[config.mk]
export PLATFORM = sky130hd
export DESIGN_NAME = flasher_led_decoder
export DESIGN_NICKNAME = d
export VERILOG_FILES = /design/src/rtl/flasher_defs.sv /design/src/rtl/flasher_therm_dec.sv /design/src/rtl/flasher_led_decoder.sv
export SDC_FILE = /design/constraint.sdc
export NUM_CORES = 1
export LEC_CHECK = 0
export CORE_MARGIN = 8
export CORE_UTILIZATION = 45
export CTS_CLUSTER_DIAMETER = 40
export DETAILED_ROUTE_END_ITERATION = 6
export PLACE_DENSITY = 0.76
export SETUP_SLACK_MARGIN = 0.02
export SLEW_MARGIN = 20
export SYNTH_ARGS = -nofsm -noshare
export SYNTH_HDL_FRONTEND = slang
export SYNTH_HIERARCHICAL = 1
export SYNTH_SLANG_ARGS = --single-unit
[constraint.sdc]
create_clock -name clk -period 5.2 [get_ports clk]
set_input_delay 1.04 -clock clk [delete_from_list [all_inputs] [get_ports clk]]
set_output_delay 1.04 -clock clk [all_outputs]
set_load 0.02 [all_outputs]
[src/rtl/flasher_defs.sv]
// rtl/flasher_defs.sv - shared lamp-bus constants and sweep state encoding
package flasher_defs;

    localparam int N_LED = 16;
    localparam int LVL_W = 5;
    localparam int ERR_W = 8;

    typedef enum logic [1:0] {
        ST_IDLE = 2'd0,
        ST_RISE = 2'd1,
        ST_FALL = 2'd2
    } state_t;

endpackage

[src/rtl/flasher_therm_dec.sv]
// rtl/flasher_therm_dec.sv - combinational thermometer-code decoder for the lamp bus
module flasher_therm_dec #(
    parameter int N_LED = flasher_defs::N_LED,
    parameter int LVL_W = flasher_defs::LVL_W
) (
    input  logic [N_LED-1:0] led_q,
    output logic [LVL_W-1:0] lvl,
    output logic             legal
);

    logic [N_LED-1:0] inc;

    // 2^k-1 patterns are exactly those with no bit shared with their successor
    assign inc   = led_q + {{(N_LED-1){1'b0}}, 1'b1};
    assign legal = ((led_q & inc) == '0);

    always_comb begin
        lvl = '0;
        for (int i = 0; i < N_LED; i++) begin
            lvl = lvl + LVL_W'(led_q[i]);
        end
    end

endmodule

[src/rtl/flasher_led_decoder.sv]
// rtl/flasher_led_decoder.sv - passive decoder of the flasher lamp bus: level, direction, turns, errors
module flasher_led_decoder
    import flasher_defs::*;
#(
    parameter int N_LED = flasher_defs::N_LED,
    parameter int LVL_W = flasher_defs::LVL_W,
    parameter int ERR_W = flasher_defs::ERR_W
) (
    input  logic             clk,
    input  logic             rst_n,
    input  logic [N_LED-1:0] led,
    output logic [LVL_W-1:0] level,
    output logic             rising,
    output logic             falling,
    output logic             peak_vld,
    output logic [LVL_W-1:0] peak_lvl,
    output logic             trough_vld,
    output logic [LVL_W-1:0] trough_lvl,
    output logic             blink_vld,
    output logic             code_err,
    output logic             step_err,
    output logic [ERR_W-1:0] err_cnt
);

    localparam logic [LVL_W-1:0] FULL = LVL_W'(N_LED);

    logic [N_LED-1:0] led_q;
    logic [LVL_W-1:0] prev;
    logic [LVL_W-1:0] new_lvl;
    logic             legal;
    state_t           state, state_nxt;

    logic             is_blink, is_same, is_up, is_dn;
    logic [LVL_W-1:0] prev_nxt, peak_nxt, trough_nxt;
    logic             pk_nxt, tr_nxt, bl_nxt, ce_nxt, se_nxt;

    flasher_therm_dec #(
        .N_LED (N_LED),
        .LVL_W (LVL_W)
    ) u_dec (
        .led_q (led_q),
        .lvl   (new_lvl),
        .legal (legal)
    );

    assign is_blink = ((prev == '0) && (new_lvl == FULL)) || ((prev == FULL) && (new_lvl == '0));
    assign is_same  = (new_lvl == prev);
    assign is_up    = (new_lvl == prev + LVL_W'(1));
    assign is_dn    = (new_lvl + LVL_W'(1) == prev);

    always_ff @(posedge clk) begin
        if (!rst_n) begin
            state <= ST_IDLE;
        end else begin
            state <= state_nxt;
        end
    end

    // Blink and step errors abandon any sweep in progress
    always_comb begin
        state_nxt = state;
        if (legal && !is_same) begin
            if (is_blink) begin
                state_nxt = ST_IDLE;
            end else if (is_up) begin
                state_nxt = ST_RISE;
            end else if (is_dn) begin
                state_nxt = (state == ST_FALL && new_lvl == '0) ? ST_IDLE : ST_FALL;
            end else begin
                state_nxt = ST_IDLE;
            end
        end
    end

    always_comb begin
        prev_nxt   = prev;
        peak_nxt   = peak_lvl;
        trough_nxt = trough_lvl;
        pk_nxt     = 1'b0;
        tr_nxt     = 1'b0;
        bl_nxt     = 1'b0;
        ce_nxt     = 1'b0;
        se_nxt     = 1'b0;
        if (!legal) begin
            ce_nxt = 1'b1;
        end else if (is_blink) begin
            bl_nxt   = 1'b1;
            prev_nxt = new_lvl;
        end else if (is_same) begin
            prev_nxt = prev;
        end else if (is_up) begin
            prev_nxt = new_lvl;
            if (state == ST_FALL) begin
                tr_nxt     = 1'b1;
                trough_nxt = prev;
            end
        end else if (is_dn) begin
            prev_nxt = new_lvl;
            if (state == ST_RISE) begin
                pk_nxt   = 1'b1;
                peak_nxt = prev;
            end else if (state == ST_FALL && new_lvl == '0) begin
                tr_nxt     = 1'b1;
                trough_nxt = '0;
            end
        end else begin
            se_nxt   = 1'b1;
            prev_nxt = new_lvl;
        end
    end

    always_ff @(posedge clk) begin
        if (!rst_n) begin
            led_q      <= '0;
            prev       <= '0;
            peak_lvl   <= '0;
            trough_lvl <= '0;
            peak_vld   <= 1'b0;
            trough_vld <= 1'b0;
            blink_vld  <= 1'b0;
            code_err   <= 1'b0;
            step_err   <= 1'b0;
            err_cnt    <= '0;
        end else begin
            led_q      <= led;
            prev       <= prev_nxt;
            peak_lvl   <= peak_nxt;
            trough_lvl <= trough_nxt;
            peak_vld   <= pk_nxt;
            trough_vld <= tr_nxt;
            blink_vld  <= bl_nxt;
            code_err   <= ce_nxt;
            step_err   <= se_nxt;
            if ((ce_nxt || se_nxt) && (err_cnt != '1)) begin
                err_cnt <= err_cnt + ERR_W'(1);
            end
        end
    end

    assign level   = prev;
    assign rising  = (state == ST_RISE);
    assign falling = (state == ST_FALL);

endmodule
==> flow_summary.yaml <==
placed_design:
  post-dp-hpwl_um: 4440
  gp_congestion: 0.894
  portBuffers: 47
clock_network:
  cts_tree: "yes"
  cts.sinks: 46
  clk_latency_ns: 0.30
  clk_pin_slew_ns: 0.09
  cts_buffer_depth: 2
  cts_buffers: 5
  cts_root_buffer: "clkbuf_8"
  cts_max_level: 2
die:
  placementRows: 28
  die-area_mm2: 0.00871
  die_x_um: 93.3
  start_util: 0.460
  core_mm2: 0.00585
  io_pins: 48
  die_h_um: 93.3
sta:
  fin_skew_ns: 0.00649
  min_period_over_period: 0.952
  clock.fmax_mhz: 202
  fin_crit_ns: 4.95
  drv_slew: 0
  relSlewSlack: 0.675
  setup_violations: 0
  worst_pin_slew_ns: 0.486
  final-hold-violation-count: 0
global_route:
  use_met1: 0.175
  busiest_layer: "met2"
  grt_pass1_wl_um: 9960
  use_met2: 0.227
  grt_antenna_before_repair: 0
  first_global_vias: 2157
  overflow: 0
  grt_use_met3: 0.0288
  grt_max_degree: 49
  grt_util_all_layers: 0.140
power_and_ir_drop:
  p_leak_nw: 1.36
  power_mw: 1.37
  peakVddDrop_v: 0.000277
  p_per_area_mw_per_mm2: 397
synth:
  synthTopCellsByArea: "dfxtp_1 (34%), fa_1 (7.4%), mux2i_1 (6.3%)"
  ys_types: 59
  synth_edf_count: 0
  synth_top_area_cell: "dfxtp_1"
  ys_seq_elements: 46
  synth_area_per_cell_um2: 9.51
  async_flop_share: 0
  yosys.area.top_type_share: 0.342
  synth_fp_nets: 323
  syn_area_mm2: 0.00269
  synth_flop_cell: "dfxtp_1"
  yosysWarnings: 6
  synth_cells: 283
  yosysSeqAreaShare: 0.342
critical_path:
  cpPeakStageDelay_ns: 0.57
  cp_cell_sequence: "inv_2 -> fa_1 -> fa_1 -> fa_1 -> fa_1 -> inv_1 -> ha_1 -> inv_1 -> fa_1 -> nor2b_1 -> o21a_2 -> xnor2_4 -> o221a_2 -> o2111ai_4 -> buf_6 -> nor4_4 -> buf_6 -> mux2i_1"
  crit_fanout: 7
  cp_slowest_cell: "fa_1"
  crit_type: "register to register"
  cp-end-kind: "register"
  ff2ff_setup_slack_ns: 0.25
  cp.required_ns: 5.44
  cp.arrival_ns: 5.18
  cp_common_cell: "fa_1"
  worstSetupStartpointType: "register"
finish:
  nNetsFinal: 373
  area_growth_pct: 28.5
  mostFrequentLayoutCell: "clkdlybuf4s50_1"
  n_antenna_cell: 0
  drive_gt1_frac: 0.159
  final_util: 0.591
  final_cell_mix: "clkdlybuf4s50_1 (47), dfxtp_1 (39), inv_1 (32)"
routing:
  ant_nets: 0
  wl_per_cell_um: 15.2
  wl_um: 6220
  drt_iter0_markers: 97
  vias: 2140
  route.detailed.drc: 0
  avgViaCountPerCell: 5.23
  drtPass1Iterations: 4
job:
  cap_violations: 0
min_path:
  worst_hold_path_type: "register to register"
status:
  status: "finished, final reports clean"
==> sequential cells by signal (all words and copies together) (netlist names) <==
signal and count:
peak_lvl 5, peak_vld 1, led_q 16, level 5
code_err 1, trough_vld 1, err_cnt 8, step_err 1
blink_vld 1, state 2, trough_lvl 5
==> cell families after synthesis <==
| family | share of synthesized area |
|---|---|
| simple gates | 0.218 |
| buf+inv | 0.0702 |
| flops | 0.342 |
| compound gates | 0.131 |
| fa+ha+maj | 0.130 |
| mux | 0.0633 |
| xor+xnor | 0.0446 |
==> repair_timing <==
action,4_1_cts,5_1_grt
hold buffers,0,0
endpoints found under the setup margin,0,21
endpoints found under the hold margin,0,0
setup buffers,0,2
resized for setup,0,26
==> metal layers <==
metal / routed length [um] / vias to the layer above / part of all wire
li1: - / 1061 / -
met1: 2810 / 1023 / 0.45
met2: 3060 / 47 / 0.49
met3: 253 / 9 / 0.041
met4: 99 / 0 / 0.016
met5: 0 / - / 0
==> worst paths after layout <==
path          startpoint          end  cells past startpoint
max             led_q[0]  peak_lvl[1]                     18
min          peak_lvl[2]  peak_lvl[2]                      2
max reg2reg     led_q[0]  peak_lvl[1]                     18
min reg2reg  peak_lvl[2]  peak_lvl[2]                      2
==> cell type report <==
cell class,count,area (um^2)
inverters,34,128
flip-flops and latches,46,932
repair buffers,54,531
multi-input cells,192,1680
clock buffers,6,82.6
clock inverters,2,12.5
well taps,75,93.8
fillers,488,2390
==> Yosys cell counts, drive strengths merged (4+ instances only) <==
| master | number |
|---|---|
| clkbuf | 7 |
| buf | 5 |
| nor3 | 4 |
| fa | 10 |
| ha | 12 |
| nand3 | 12 |
| nand4 | 6 |
| and2 | 17 |
| inv | 34 |
| o21ai | 4 |
| nor2 | 9 |
| mux2i | 17 |
| xnor2 | 8 |
| nand2 | 24 |
| xor2 | 4 |
| nor2b | 5 |
| dfxtp | 46 |
| a21oi | 9 |
| nand2b | 8 |
| a32o | 5 |
==> worst max-delay path: cells and delay by family, from the launching register on <==
| kind | cells | cell delay [ns] |
|---|---|---|
| compound gates | 3 | 0.67 |
| xor+xnor | 1 | 0.20 |
| fa+ha+maj | 6 | 2.49 |
| buf+inv | 5 | 0.53 |
| flops | 1 | 0.37 |
| mux | 1 | 0.18 |
| simple gates | 2 | 0.43 |
==> through the flow <==
stage	cell area [um^2]	worst slack [ns]	hold WS, ns	cells	setup TNS (ns)
after CTS	3330	0.0207	0.467	406	0
final	3460	0.251	0.470	409	0
after global placement	3230	0.183	0.448	398	0
after detailed placement	3230	0.0814	0.450	398	0
after global routing	3460	-0.0230	0.495	409	-0.0230
after floorplan	2690	0.374	0.435	283	0
==> power by group <==
part           switching [mW]  internal [mW]  leakage (nW)
combinational           0.437          0.329         0.936
sequential             0.0128          0.363         0.378
clock                   0.124          0.107        0.0472
No activity file was read; power rests on OpenSTA's default activity.
